===== src/rtl/retire_map_pkg.sv =====
// Shared definitions for the retirement map table.
// Holds the widths derived from the default configuration, the arch-index and
// physical-tag typedefs, and the restore FSM state encoding.
// Build option: ZERO_REG_HARDWIRE_EN pins arch register 0 to physical tag 0.
package retire_map_pkg;

  localparam int DEF_ARCH_REGS = 32;
  localparam int DEF_PREGS     = 64;
  localparam int DEF_RETIRE_W  = 2;
  localparam int DEF_RESTORE_W = 8;

  // $clog2 clamped to at least one bit, so single-entry ranges still get a port.
  function automatic int clog2_min1(input int n);
    return ($clog2(n) > 1) ? $clog2(n) : 1;
  endfunction

  localparam int DEF_AW = $clog2(DEF_ARCH_REGS);
  localparam int DEF_PW = $clog2(DEF_PREGS);
  localparam int DEF_IW = clog2_min1(DEF_RETIRE_W);

  typedef logic [DEF_AW-1:0] arch_idx_t;
  typedef logic [DEF_PW-1:0] preg_tag_t;

  typedef enum logic {
    ST_IDLE    = 1'b0,
    ST_RESTORE = 1'b1
  } restore_state_t;

endpackage


===== src/rtl/retire_map_table_merge.sv =====
// retire_commit_merge: combinational per-slot commit resolution.
// Decides which retire slots commit (slots above a mispredicted branch are
// squashed), which of them write the map, and for each writing slot whether a
// lower writing slot in the same group already targets the same arch register.
// In that case the displaced tag is that lower slot's new tag rather than the
// table entry, so every allocated tag is freed exactly once.
// Ports:
//   retire_valid_i / retire_has_dest_i / retire_arch_i / retire_tag_i : retire group
//   recover_i / recover_idx_i : mispredicted branch and its slot
//   write_en_o : slot writes the table
//   fwd_hit_o / fwd_tag_o : nearest lower same-arch writer and its tag
// Build option: ZERO_REG_HARDWIRE_EN drops every write to arch register 0.
module retire_commit_merge #(
  parameter int RETIRE_W = 2,
  parameter int AW       = 5,
  parameter int PW       = 6,
  parameter int IW       = 1
) (
  input  logic [RETIRE_W-1:0]         retire_valid_i,
  input  logic [RETIRE_W-1:0]         retire_has_dest_i,
  input  logic [RETIRE_W-1:0][AW-1:0] retire_arch_i,
  input  logic [RETIRE_W-1:0][PW-1:0] retire_tag_i,
  input  logic                        recover_i,
  input  logic [IW-1:0]               recover_idx_i,
  output logic [RETIRE_W-1:0]         write_en_o,
  output logic [RETIRE_W-1:0]         fwd_hit_o,
  output logic [RETIRE_W-1:0][PW-1:0] fwd_tag_o
);

  logic squash;
  logic commit;

  always_comb begin
    write_en_o = '0;
    fwd_hit_o  = '0;
    fwd_tag_o  = '0;
    squash     = 1'b0;
    commit     = 1'b0;
    for (int i = 0; i < RETIRE_W; i++) begin
      // With a single retire port nothing can sit above the branch.
      squash = (RETIRE_W > 1) && recover_i && (IW'(i) > recover_idx_i);
      commit = retire_valid_i[i] && !squash;
`ifdef ZERO_REG_HARDWIRE_EN
      write_en_o[i] = commit && retire_has_dest_i[i] && (retire_arch_i[i] != '0);
`else
      write_en_o[i] = commit && retire_has_dest_i[i];
`endif
      // Ascending scan: the last match is the nearest lower writer.
      for (int j = 0; j < i; j++) begin
        if (write_en_o[j] && (retire_arch_i[j] == retire_arch_i[i])) begin
          fwd_hit_o[i] = 1'b1;
          fwd_tag_o[i] = retire_tag_i[j];
        end
      end
    end
  end

endmodule


===== src/rtl/retire_map_table.sv =====
// retire_map_table: architectural (retirement) register map.
// Commits up to RETIRE_W retiring destinations per cycle, returns each
// displaced physical tag one cycle later, and on a branch recovery streams the
// committed map back to the speculative map RESTORE_W entries per cycle.
// Ports:
//   clk, reset (synchronous, active-high)
//   retire_valid_i, retire_has_dest_i, retire_arch_i, retire_tag_i : retire group
//   recover_i, recover_idx_i : mispredicted branch in this group and its slot
//   freed_valid_o, freed_tag_o : registered displaced tags
//   restore_valid_o, restore_base_o, restore_tag_o : restore chunk stream
//   busy_o : restore walk in progress, retirement must stall
// Build option: ZERO_REG_HARDWIRE_EN keeps arch register 0 fixed at tag 0.
//
// state      | meaning
// ST_IDLE    | normal retirement, no restore output
// ST_RESTORE | emitting chunk cnt_q of the committed map
module retire_map_table
  import retire_map_pkg::*;
#(
  parameter int ARCH_REGS = 32,
  parameter int PREGS     = 64,
  parameter int RETIRE_W  = 2,
  parameter int RESTORE_W = 8,
  localparam int AW = $clog2(ARCH_REGS),
  localparam int PW = $clog2(PREGS),
  localparam int IW = clog2_min1(RETIRE_W)
) (
  input  logic                         clk,
  input  logic                         reset,
  input  logic [RETIRE_W-1:0]          retire_valid_i,
  input  logic [RETIRE_W-1:0]          retire_has_dest_i,
  input  logic [RETIRE_W-1:0][AW-1:0]  retire_arch_i,
  input  logic [RETIRE_W-1:0][PW-1:0]  retire_tag_i,
  input  logic                         recover_i,
  input  logic [IW-1:0]                recover_idx_i,
  output logic [RETIRE_W-1:0]          freed_valid_o,
  output logic [RETIRE_W-1:0][PW-1:0]  freed_tag_o,
  output logic                         restore_valid_o,
  output logic [AW-1:0]                restore_base_o,
  output logic [RESTORE_W-1:0][PW-1:0] restore_tag_o,
  output logic                         busy_o
);

  localparam int K  = ARCH_REGS / RESTORE_W;
  localparam int CW = clog2_min1(K);

  if (ARCH_REGS % RESTORE_W != 0) begin : g_bad_restore_w
    $error("retire_map_table: ARCH_REGS must be a multiple of RESTORE_W");
  end
  if (PREGS < ARCH_REGS) begin : g_bad_pregs
    $error("retire_map_table: PREGS must be at least ARCH_REGS");
  end

  logic [PW-1:0]               map_q [ARCH_REGS];
  logic [RETIRE_W-1:0]         write_en;
  logic [RETIRE_W-1:0]         fwd_hit;
  logic [RETIRE_W-1:0][PW-1:0] fwd_tag;
  logic [RETIRE_W-1:0][PW-1:0] displaced;
  logic [RETIRE_W-1:0]         freed_valid_q;
  logic [RETIRE_W-1:0][PW-1:0] freed_tag_q;
  restore_state_t              state_q, state_d;
  logic [CW-1:0]               cnt_q, cnt_d;

  retire_commit_merge #(
    .RETIRE_W (RETIRE_W),
    .AW       (AW),
    .PW       (PW),
    .IW       (IW)
  ) u_merge (
    .retire_valid_i    (retire_valid_i),
    .retire_has_dest_i (retire_has_dest_i),
    .retire_arch_i     (retire_arch_i),
    .retire_tag_i      (retire_tag_i),
    .recover_i         (recover_i),
    .recover_idx_i     (recover_idx_i),
    .write_en_o        (write_en),
    .fwd_hit_o         (fwd_hit),
    .fwd_tag_o         (fwd_tag)
  );

  // Later slots are applied last, so the highest writer of an arch reg wins.
  always_ff @(posedge clk) begin
    if (reset) begin
      for (int i = 0; i < ARCH_REGS; i++) map_q[i] <= PW'(i);
    end else begin
      for (int s = 0; s < RETIRE_W; s++) begin
        if (write_en[s]) map_q[retire_arch_i[s]] <= retire_tag_i[s];
      end
    end
  end

  always_comb begin
    displaced = '0;
    for (int s = 0; s < RETIRE_W; s++) begin
      displaced[s] = fwd_hit[s] ? fwd_tag[s] : map_q[retire_arch_i[s]];
    end
  end

  always_ff @(posedge clk) begin
    if (reset) begin
      freed_valid_q <= '0;
      freed_tag_q   <= '0;
    end else begin
      freed_valid_q <= write_en;
      for (int s = 0; s < RETIRE_W; s++) begin
        freed_tag_q[s] <= write_en[s] ? displaced[s] : '0;
      end
    end
  end

  assign freed_valid_o = freed_valid_q;
  assign freed_tag_o   = freed_tag_q;

  always_ff @(posedge clk) begin
    if (reset) begin
      state_q <= ST_IDLE;
      cnt_q   <= '0;
    end else begin
      state_q <= state_d;
      cnt_q   <= cnt_d;
    end
  end

  always_comb begin
    state_d = state_q;
    cnt_d   = cnt_q;
    case (state_q)
      ST_IDLE: begin
        if (recover_i) begin
          state_d = ST_RESTORE;
          cnt_d   = '0;
        end
      end
      ST_RESTORE: begin
        // A second recovery restarts the walk from chunk 0.
        if (recover_i) begin
          cnt_d = '0;
        end else if (cnt_q == CW'(K - 1)) begin
          state_d = ST_IDLE;
          cnt_d   = '0;
        end else begin
          cnt_d = cnt_q + 1'b1;
        end
      end
      default: begin
        state_d = ST_IDLE;
        cnt_d   = '0;
      end
    endcase
  end

  always_comb begin
    restore_valid_o = (state_q == ST_RESTORE);
    busy_o          = (state_q == ST_RESTORE);
    restore_base_o  = '0;
    restore_tag_o   = '0;
    if (restore_valid_o) begin
      restore_base_o = AW'(int'(cnt_q) * RESTORE_W);
      for (int j = 0; j < RESTORE_W; j++) begin
        restore_tag_o[j] = map_q[AW'(int'(cnt_q) * RESTORE_W + j)];
      end
`ifdef ZERO_REG_HARDWIRE_EN
      if (cnt_q == '0) restore_tag_o[0] = '0;
`endif
    end
  end

  retire_during_restore_a : assert property (
    @(posedge clk) disable iff (reset) !(busy_o && (|retire_valid_i))
  );

endmodule

===== config.mk =====
export PLATFORM = sky130hd
export DESIGN_NAME = retire_map_table
export DESIGN_NICKNAME = d
export VERILOG_FILES = /design/src/rtl/retire_map_pkg.sv /design/src/rtl/retire_map_table_merge.sv /design/src/rtl/retire_map_table.sv
export SDC_FILE = /design/constraint.sdc
export NUM_CORES = 1
export LEC_CHECK = 0
export ABC_AREA = 0
export CORE_ASPECT_RATIO = 1.2
export CORE_MARGIN = 2
export CORE_UTILIZATION = 50
export DETAILED_ROUTE_END_ITERATION = 8
export GPL_ROUTABILITY_DRIVEN = 1
export PLACE_DENSITY_LB_ADDON = 0.2
export SLEW_MARGIN = 20
export SYNTH_ARGS = -nofsm -noshare
export SYNTH_HDL_FRONTEND = slang
export SYNTH_SLANG_ARGS = --single-unit

===== constraint.sdc =====
create_clock -name clk -period 4.1 [get_ports clk]
set_input_delay 1.23 -clock clk [delete_from_list [all_inputs] [get_ports clk]]
set_output_delay 1.23 -clock clk [all_outputs]
set_load 0.005 [all_outputs]

==> run_results.csv <==
group,metric,value,unit
cells_and_area,syn_to_final_growth,15.2,%
clock_tree,htreeDepth,1,
clock_tree,cts-resized-gates,0,
power,clkPwrFrac,35.3,%
clock_tree,clk_pin_slew,0.06,ns
drt,route.met3.wl,10.1,mm
clock_tree,cts.path.max_buffers,3,
logic_synthesis,synth_cells,1347,
status,status,"completed",
clock_tree,tritoncts,"built",
floorplanning,start_util,51.1,%
place,io_buffers,95,
logic_synthesis,synth-seq-cells,211,
critical_path,max_stage_delay,0.69,ns
floorplanning,placementRows,67,
timing,rsz0062_at_grt,"no",
floorplanning,die_h,189,um
drt,avgViaCountPerCell,7.16,
global_route,track_usage,38.9,%
drt,wl_per_cell,32.0,um
cells_and_area,final_cells,1814,
cells_and_area,drive_gt1_share,17.8,%
critical_path,cp.buffers_inverters,2,
drt,first_iter_violations,2408,
timing,fin_skew,0.00952,ns
critical_path,path_class,"register to output pin",
clock_tree,cts_setup_buffers,0,
timing,hold_viol,0,
floorplanning,core,0.0280,mm2
global_route,antenna_found_initial,0,
critical_path,reg2reg_depth,4,
global_route,grt_pass1_wl,81.2,mm
logic_synthesis,syn_avg_cell_area,10.6,um2
drt,wl_met1,19.1,mm
timing,fmax,266,MHz
timing,slew_headroom,28.7,%
place,placed_cells,1774,
power,power.share.sequential,48.7,%
power,p_int,3.89,mW
logic_synthesis,synth_flop_cell,"edfxtp_1",
timing,finalSetupTns,0,ns
place,gp_congestion,1.18,
drt,dr.max_layer_used,"met4",
drt,antenna_left,0,
global_route,grt_overflow,0,
worst_hold_path,min_path_cells,3,
critical_path,cp_num_cells,4,
power,switching_share,28.2,%
critical_path,crit_family,"buffers and inverters",
power,comb_power_share,16.0,%
floorplanning,die-area,0.0300,mm2
critical_path,cp-end-kind,"output pin",
logic_synthesis,yosysSeqAreaShare,43.0,%
clock_tree,numCtsBuffers,22,
logic_synthesis,yosysUniqueCellTypes,51,
timing,min_period,3.76,ns
cells_and_area,layout_commonest_cell,"nand2_1",
critical_path,crit_chain,"buf_12 -> mux4_2 -> and2_1 -> clkdlybuf4s50_1",
critical_path,critPathSlowestCell,"dfxtp_2",
timing,finalCritPeriodShare,91.6,%
worst_hold_path,hp-start,"cnt_q[0]",
critical_path,r2r_start,"map_q[17][2]",
logic_synthesis,async_reset_ff_share,0,%
critical_path,cp-start-kind,"register",
floorplanning,dieWidth,158,um
clock_tree,cts-root-buf,"clkbuf_16",
cells_and_area,antenna_cells,0,
drt,routed-wl-met2,24.2,mm
worst_hold_path,hp-class,"register to register",
floorplanning,ios,99,
drt,drc,0,
run,maxCapViolCount,0,
drt,dr.pass1.iters,6,
clock_tree,cts_sinks,211,
power,vdd_drop_max,220,uV
critical_path,worst-r2r-setup-slack,2.11,ns
power,p_per_area,329,mW/mm2
global_route,grt_max_degree,53,
logic_synthesis,syn_area,0.0143,mm2
timing,setup_viol,0,
global_route,grt_pass1_vias,11900,
cells_and_area,layout.nets,1450,
timing,tightest_slew,1.07,ns
critical_path,critPathArrivalTime,2.53,ns
cells_and_area,fin_util,58.8,%
cells_and_area,nFillCells,2312,
drt,routed_wl,58.0,mm
clock_tree,clk_latency,0.53,ns
critical_path,r2r_end,"freed_tag_o[8]",
drt,vias,13000,
place,dpl.hpwl,41.6,mm
power,switching_power,1.53,mW
critical_path,cp_max_fo,27,
clock_tree,cts.hold.buffers_added,0,
cells_and_area,final_cell_mix,"nand2_1 (202), edfxtp_1 (192), mux4_2 (114)",
logic_synthesis,yosysWarningCount,0,
logic_synthesis,synth_edf_count,192,
critical_path,crit_required,2.87,ns
worst_hold_path,holdPathEnd,"cnt_q[0]",
power,leakagePower,5.44,nW
timing,slew_violations,0,
state kept, by name (all words and copies together), names as in the netlist, named ones only:
register       count
busy_o             1
cnt_q              2
freed_tag_o       12
freed_valid_o      2
map_q            192
per-stage QoR:
stage	total power, mW	hold slack [ns]	setup slack, ns	cell area (um2)
2_1_floorplan	3.06	0.660	1.20	14300
3_3_place_gp	3.49	0.863	0.455	15800
3_5_place_dp	3.49	0.858	0.392	15800
4_1_cts	5.36	0.870	0.388	16500
5_1_grt	5.49	0.905	0.311	16500
6_report	5.42	0.859	0.344	16500
cell families (layout without fill, tap and decap cells):
| family | count (synthesis) | in the layout | share of synthesized area [%] |
|---|---|---|---|
| AND/OR/NAND/NOR | 522 | 522 | 17.8 |
| AO/OA/AOI/OAI | 276 | 276 | 11.5 |
| flip-flops | 211 | 211 | 43.0 |
| multiplexers | 175 | 175 | 22.2 |
| buffers and inverters | 156 | 242 | 5.10 |
| XOR/XNOR | 5 | 5 | 0.306 |
| adder cells (fa/ha/maj) | 1 | 1 | 0.0875 |
| other | 1 | 3 | 0.0262 |
layout make-up:
class / count / area, um2 / share of cell area, %
multi-input combinational: 982 / 7430 / 45.1
sequential: 211 / 6150 / 37.3
timing repair buffer: 188 / 1700 / 10.3
clock buffer: 31 / 616 / 3.74
tap: 379 / 474 / 2.88
inverter: 14 / 52.6 / 0.319
clock inverter: 9 / 47.5 / 0.289
power by group through the flow:
stage | Combinational, mW | Sequential [mW] | Clock, mW
finish | 0.865 | 2.64 | 1.92
global route | 0.882 | 2.63 | 1.97
CTS | 0.832 | 2.62 | 1.90
detailed placement | 0.830 | 2.66 | 0
global placement | 0.826 | 2.66 | 0
floorplan | 0.507 | 2.55 | 0
cell usage after synthesis, types with 16 or more instances:
library cell,count,share of area (%)
o22ai_1,20,0.87
and2_1,60,2.6
a21oi_1,74,2.6
clkbuf_1,70,1.8
mux4_2,114,18
o31ai_1,38,2.0
nor2_1,80,2.1
o21ai_0,87,3.0
nand2_1,202,5.3
a22oi_1,17,0.89
nor3_1,64,2.2
buf_2,54,1.9
mux2i_1,61,4.3
or3_1,32,1.4
dfxtp_1,19,2.7
edfxtp_1,192,40
a31oi_1,20,0.87
nand3_1,16,0.56
worst max path at each step:
stage                     startpoint                 to  slack (ns)
final                       cnt_q[1]  restore_tag_o[43]        0.34
after global routing        cnt_q[0]  restore_tag_o[43]        0.31
after CTS                   cnt_q[1]  restore_tag_o[25]        0.39
after detailed placement       reset       map_q[24][4]        0.39
after global placement         reset       map_q[20][2]        0.46
after floorplan                reset       map_q[22][0]        1.20
worst register-to-register path, delay by kind of cell, from the launching register on:
family	cells	cell delay [ns]
AOI/OAI and AO/OA	2	0.60
muxes	1	0.51
and+or+nand+nor	1	0.28
DFF	1	0.49
metal layers:
metal | track usage (%) | vias to the layer above
li1 | - | 5266
met1 | 51.6 | 6057
met2 | 56.1 | 1347
met3 | 12.3 | 324
met4 | 22.8 | 0
met5 | 0 | -
No activity file was read; power rests on OpenSTA's default activity.
